File: config.mk
export PLATFORM = sky130hd
export DESIGN_NAME = align_shift
export DESIGN_NICKNAME = d
export VERILOG_FILES = /design/src/rtl/align_shift.sv
export SDC_FILE = /design/constraint.sdc
export NUM_CORES = 1
export LEC_CHECK = 0
export CAP_MARGIN = 30
export CORE_MARGIN = 5
export CORE_UTILIZATION = 37
export DETAILED_ROUTE_END_ITERATION = 12
export PLACE_DENSITY = 0.64
export SLEW_MARGIN = 20
export SYNTH_ARGS = -nofsm -noshare
export SYNTH_HDL_FRONTEND = slang
export SYNTH_SLANG_ARGS = --single-unit
File: constraint.sdc
create_clock -name clk -period 12.7 [get_ports clk]
set_input_delay 1.27 -clock clk [delete_from_list [all_inputs] [get_ports clk]]
set_output_delay 1.27 -clock clk [all_outputs]
set_load 0.005 [all_outputs]
File: src/rtl/align_shift.sv
// Alignment stage of the FP adder: right-shifts B's guard/round-extended significand
// by the exponent difference over three pipelined shift steps and collects a sticky bit.
module align_shift #(
  parameter int FW = 53,
  parameter int EW = 11
) (
  input  logic          clk,
  input  logic          rst,
  input  logic          in_valid,
  output logic          in_ready,
  input  logic          sa2,
  input  logic [FW-1:0] fa2,
  input  logic          sb2,
  input  logic [FW+1:0] fb2,
  input  logic [EW-1:0] e_max,
  input  logic [EW-1:0] shamt,
  output logic          out_valid,
  input  logic          out_ready,
  output logic          sa_o,
  output logic [FW-1:0] fa_o,
  output logic          sb_o,
  output logic [FW+1:0] fb_al,
  output logic          sticky,
  output logic [EW-1:0] e_o
);

  localparam int XW = FW + 2;
  localparam logic [EW-1:0] SH_MAX = EW'(FW + 3);
  localparam logic [5:0] EFF_MAX = 6'(FW + 3);

  // Any shift of FW+3 or more clears the whole field, so clamp instead of wrapping.
  function automatic logic [5:0] clamp_shamt(input logic [EW-1:0] s);
    if (s >= SH_MAX) return EFF_MAX;
    else return s[5:0];
  endfunction

  // Returns {sticky, shifted}: sticky is the OR of every bit dropped below bit 0.
  function automatic logic [XW:0] shr_sticky(input logic [XW-1:0] v, input logic [5:0] s);
    logic [XW-1:0] lost;
    lost = v & ~({XW{1'b1}} << s);
    return {|lost, v >> s};
  endfunction

  logic          advance;
  logic [5:0]    eff_in;
  logic [XW:0]   sh_0, sh_1, sh_2;

  logic          vld_p0, vld_p1, vld_p2;
  logic          sa_p0, sa_p1, sa_p2;
  logic          sb_p0, sb_p1, sb_p2;
  logic [FW-1:0] fa_p0, fa_p1, fa_p2;
  logic [EW-1:0] e_p0, e_p1, e_p2;
  logic [XW-1:0] fb_p0, fb_p1, fb_p2;
  logic          stk_p0, stk_p1, stk_p2;
  logic [3:0]    eff_p0;
  logic [1:0]    eff_p1;

  assign advance  = ~vld_p2 | out_ready;
  assign in_ready = advance;

  assign eff_in = clamp_shamt(shamt);
  assign sh_0   = shr_sticky(fb2, {eff_in[5:4], 4'b0000});
  assign sh_1   = shr_sticky(fb_p0, {2'b00, eff_p0[3:2], 2'b00});
  assign sh_2   = shr_sticky(fb_p1, {4'b0000, eff_p1});

  always_ff @(posedge clk or posedge rst) begin
    if (rst) begin
      vld_p0 <= 1'b0; vld_p1 <= 1'b0; vld_p2 <= 1'b0;
      sa_p0  <= 1'b0; sa_p1  <= 1'b0; sa_p2  <= 1'b0;
      sb_p0  <= 1'b0; sb_p1  <= 1'b0; sb_p2  <= 1'b0;
      fa_p0  <= '0;   fa_p1  <= '0;   fa_p2  <= '0;
      e_p0   <= '0;   e_p1   <= '0;   e_p2   <= '0;
      fb_p0  <= '0;   fb_p1  <= '0;   fb_p2  <= '0;
      stk_p0 <= 1'b0; stk_p1 <= 1'b0; stk_p2 <= 1'b0;
      eff_p0 <= '0;   eff_p1 <= '0;
    end else if (advance) begin
      // Stage 1: capture operands, coarse shift by multiples of 16
      vld_p0 <= in_valid & in_ready;
      sa_p0  <= sa2;
      sb_p0  <= sb2;
      fa_p0  <= fa2;
      e_p0   <= e_max;
      fb_p0  <= sh_0[XW-1:0];
      stk_p0 <= sh_0[XW];
      eff_p0 <= eff_in[3:0];
      // Stage 2: shift by multiples of 4
      vld_p1 <= vld_p0;
      sa_p1  <= sa_p0;
      sb_p1  <= sb_p0;
      fa_p1  <= fa_p0;
      e_p1   <= e_p0;
      fb_p1  <= sh_1[XW-1:0];
      stk_p1 <= stk_p0 | sh_1[XW];
      eff_p1 <= eff_p0[1:0];
      // Stage 3: final 0..3 shift, drives the outputs
      vld_p2 <= vld_p1;
      sa_p2  <= sa_p1;
      sb_p2  <= sb_p1;
      fa_p2  <= fa_p1;
      e_p2   <= e_p1;
      fb_p2  <= sh_2[XW-1:0];
      stk_p2 <= stk_p1 | sh_2[XW];
    end
  end

  assign out_valid = vld_p2;
  assign sa_o      = sa_p2;
  assign fa_o      = fa_p2;
  assign sb_o      = sb_p2;
  assign fb_al     = fb_p2;
  assign sticky    = stk_p2;
  assign e_o       = e_p2;

endmodule

[Yosys cells after proc, flatten, opt, wreduce, memory -nomap -nowiden]
Cells that the tools add are included.
Operators by class
  bitwise gates (word level): 11
  reductions and logical operators: 3
  shift-type cells: 6
  mux-type cells: 1
  magnitude comparators: 1
Operator list (count)
  $and 55x55->55: 3
  $not 55->55: 3
  $reduce_or 55->1: 3
  $shl 55x2->55 const A: 1
  $shl 55x4->55 const A: 1
  $shl 55x6->55 const A: 1
  $shr 55x2->55: 1
  $shr 55x4->55: 1
  $shr 55x6->55: 1
  $ge 11x6->1 const B: 1
  $mux 6: 1
  $or 1x1->1: 3
  $and 1x1->1: 1
  $not 1->1: 1
Word-level totals
  logic and storage cells: 45
  bits of input ports: 136
  register bits after elaboration: 375

[Depth between registers and ports, before layout]
  depth in word-level cells: 6
  gate-level depth with buffers: 8
  depth with buffers taken out: 4

[Worst setup path after synthesis]
OpenSTA, ideal clock, no wires.
  path type: input-to-output
  from: input out_ready
  to: output in_ready
  data arrival time: 1997 ps
  buffers on the path: 4
  stages: 6
  path slack: 9433 ps
  cell sequence: nor2b_1 buf_4 inv_2 buf_2 buf_2 buf_2
On the way
  word-level cells in the longest chain between the ends: 1
RTL lines
  from (decl): RTL line 18  | input logic out_ready,
  $or 1x1->1: RTL line 58  | assign advance = ~vld_p2 | out_ready;
  to (decl): RTL line 10  | output logic in_ready,
No other way between the ends.

[Worst setup path in the final report]
Same ends and word-level chain as after synthesis.

==> summary.md <==
| Metric | Value |
|---|---|
| Leak | 10.2 nW |
| Top post-synthesis cells by area | dfrtp_1, nand2_1, mux2i_1, mux2_2, a21oi_1 |
| GRT met2 Usage | 27.9% |
| Simple-Gate Fraction of Synth Area | 21.4% |
| I/O Buffers | 259 |
| Total Nets Final | 2195 |
| Most common cell after layout, fill and taps aside | nand2_1 |
| Avg WL per Cell | 17.0 microns |
| Fillers | 4376 |
| Vias per cell | 4.90 |
| CP max-delay cell | clkdlybuf4s50_1 |
| Fin crit share | 34.2% |
| DR pass1 iterations | 5 |
| Crit path largest cell delay | 0.64 ns |
| FP Rows | 78 |
| CP required | 11.43 ns |
| Mapped Area | 0.0171 sq mm |
| Run status | finished clean |
| Number of CTS-inserted buffers | 42 |
| Leading cell types in the layout, fill and taps excluded | nand2_1, dfrtp_1, clkdlybuf4s50_1, mux2i_1, nor2_1 |
| Tot GR Track Use | 17.6% |
| CTS H-tree lvls | 2 |
| DP Worst Slack | 7.78 ns |
| Crit. Startpoint | out_ready |
| Setup slack, reg-to-reg | 9.13 ns |
| Post-CTS Hold Buffers | 0 |
| Drt drc | 0 |
| Hpwl dp | 31.7 mm |
| Post-layout minimum cycle time | 4.35 ns |
| Final worst slack | ~8.4 ns |
| Die Y | roughly 220 microns |
| Avg Cell Area, Syn | 9.17 sq um |
| Global-route wire length before repair | ~72 mm |
| Number of global-route vias before repair | 12.9k |
| Final Skew | 0.0148 ns |
| Setup repair bufs after CTS | 0 |
| DR iter-0 viols | 851 |
| Reg2Reg Depth | 6 |
| CTS Sinks | 375 |
| WP buf/inv | 3 |
| Worst setup path end | in_ready |
| Ys flop type | dfrtp_1 |
| Xor/xnor share of the synthesized area | 0% |
| Total wire length | between 40 and 50 mm |
| Cell family with most CP delay | buffers and inverters |
| Die X-Extent | 225 microns |
| Synthesis-stage register bit count | around 380 |
| Clk slew on worst S/H paths | 0.05 ns |
| Critical path, cell by cell | clkdlybuf4s50_1 > nor2b_4 > inv_8 > clkdlybuf4s50_1 |
| Combinational family with the most area after synthesis | simple AND/OR/NAND/NOR gates |
| Crit Path Category | in -> out |
| Reg-to-reg startpoint | out_valid |
| Final setup vio count | 0 |
| Seq/Total Area, Yosys | 55.0% |
| WHS | 0.463 ns |
| Vias post-DR | 13.2k |
| GRT met3 Usage | 3.64% |
| Slew @ Worst Pin | 0.978 ns |
| Number of enable flip-flop cells after synthesis | 0 |
| Yosys Warn Count | 0 |
| Share of the synthesized area in the top cell type | between 50 and 60% |
| Mapped Cells | ~1.9k |
| Unrepaired setup endpoints after global routing | false |
| Headroom to the max-slew limit | 34.8% |
| Grt ovf | 0 |
| Worst Setup Start Kind | input pin |
| Worst Path Arrival | 3.08 ns |
| Final hold viol count | 0 |
| Most frequent CP cell | clkdlybuf4s50_1 |
| Synth Net Count | 1998 |
| Routed Antenna Nets | 0 |
| Pwr/cell area | 183 mW/mm^2 |
| Clk_lat worst skew | 0.56 ns |
| Layout cells sized above 1 | 7.95% |
| Post-route setup TNS | 0 ns |
| GPL Wtd Cong | 0.905 |
| Largest net degree at the start of global routing | 203 |
| Pins over their slew limit | 0 |
| Design area | 0.0214 sq mm |
| GRT Max-Usage Layer | met2 |
| Synth-to-Final Area Change | 25.3% |
| Max_cap viols | 0 |
| Cell taking the most area after synthesis | dfrtp_1 |
| Max FO, Critical Path | 138 |
| Die area | 0.0505 sq mm |
| Post-CTS sizing | 0 |
| CP Depth | 4 |
| Mux cell area share after synthesis | a little under an eighth |
| Unique cell type count in the Yosys netlist | 42 |
| Post-synthesis compound-gate area fraction | 8.17% |
| Core region area | approximately 0.045 sq mm |
| Hold_sp | fa_o[20] |
| CTS max path bufs | 3 |
| Peak VDD IR | approximately 0.14 mV |
| Adder-cell share of the synthesized area | 0% |
| Clock root cell | clkbuf_16 |
| R2R Path End | fb_p0[23] |
| Met1 usage | around a quarter |
| Worst min path class | reg -> reg |
| Fmax | 230 MHz |
| TritonCTS clock tree | yes |
| DP Area | 0.0199 sq mm |
| IO Count | 260 |
| Post-synth ARST share | 100% |
| Initial antenna violation count | 4 |
| Initial cell density of the core | 37.5% |
| CP Capture Type | output pin |
-- worst min path at each step --
stage / endpoint / slack (ns) / depth (start not counted)
floorplan: vld_p1 / 0.43 / 2
global placement: fa_p1[11] / 0.45 / 2
detailed placement: fa_o[31] / 0.46 / 2
CTS: fa_p1[1] / 0.47 / 2
global route: fa_p0[36] / 0.48 / 2
finish: fa_o[20] / 0.46 / 2
-- stage by stage --
stage	util [%]	power [W]	instances
floorplan	-	0.00221	1862
global placement	43.8	0.00274	2610
detailed placement	43.8	0.00277	2611
CTS	46.8	0.00397	2685
global route	47.0	0.00417	2689
finish	47.0	0.00392	2691
-- worst reg2reg max path, stage by stage, from the launching register on --
cell and delay [ns]:
dfrtp_1 0.38, nor2b_4 0.16, inv_8 0.46, buf_4 0.79, buf_4 0.79, nand3_1 0.61, o21ai_0 0.31
-- report_power, final --
group | switching [W] | total (W) | internal [W]
Clock | 0.000481 | 0.00118 | 0.000697
Sequential | 0.000205 | 0.00172 | 0.00152
Combinational | 0.000507 | 0.00102 | 0.000510
-- layout make-up --
cell class / count / area, sq um / area share (%)
timing repair buffer: 276 / 2820 / 13.2
inverter: 5 / 33.8 / 0.158
antenna: 2 / 5.00 / 0.0234
sequential: 375 / 9390 / 43.9
clock inverter: 9 / 91.3 / 0.427
multi-input combinational: 1359 / 7050 / 33.0
tap: 600 / 751 / 3.51
clock buffer: 65 / 1250 / 5.84
-- synthesized netlist by cell type (3+ instances only) --
cell and instances:
nor4_1 19, o31a_1 5, dfrtp_1 375, mux2_2 77, o21ai_0 75, buf_2 60
a211oi_1 3, nand3_1 3, a2bb2oi_1 4, nor2_1 95, nand4_1 3, buf_6 5
o21ai_1 10, and3_1 4, nor3_1 6, and2_1 6, buf_1 5, nand2_1 779
o21a_1 4, buf_4 9, nor2b_1 11, a21oi_1 92, clkbuf_1 41, mux2i_1 113
a22o_1 28, o221ai_1 8, inv_1 3
-- registers in the layout (all words and copies together) (netlist names), 2 cells and up --
name,cells
fa_p1,53
fb_p1,55
e_p1,11
fb_p0,55
e_o,11
fa_o,53
e_p0,11
fb_al,55
fa_p0,53
eff_p1,2
eff_p0,4
-- metal layers --
metal | up-vias | routed length [microns]
met5 | - | 55
met4 | 8 | 1110
met3 | 87 | 2110
li1 | 6506 | -
met2 | 266 | 21500
met1 | 6315 | 20900
-- cells by family (layout without fill, tap and decap cells) --
group | count (synthesis) | after routing
DFF | 375 | 375
other | 0 | 2
AOI/OAI and AO/OA | 237 | 237
and+or+nand+nor | 932 | 932
muxes | 190 | 190
buffers and inverters | 128 | 355
(Power assumes the default switching activity.)
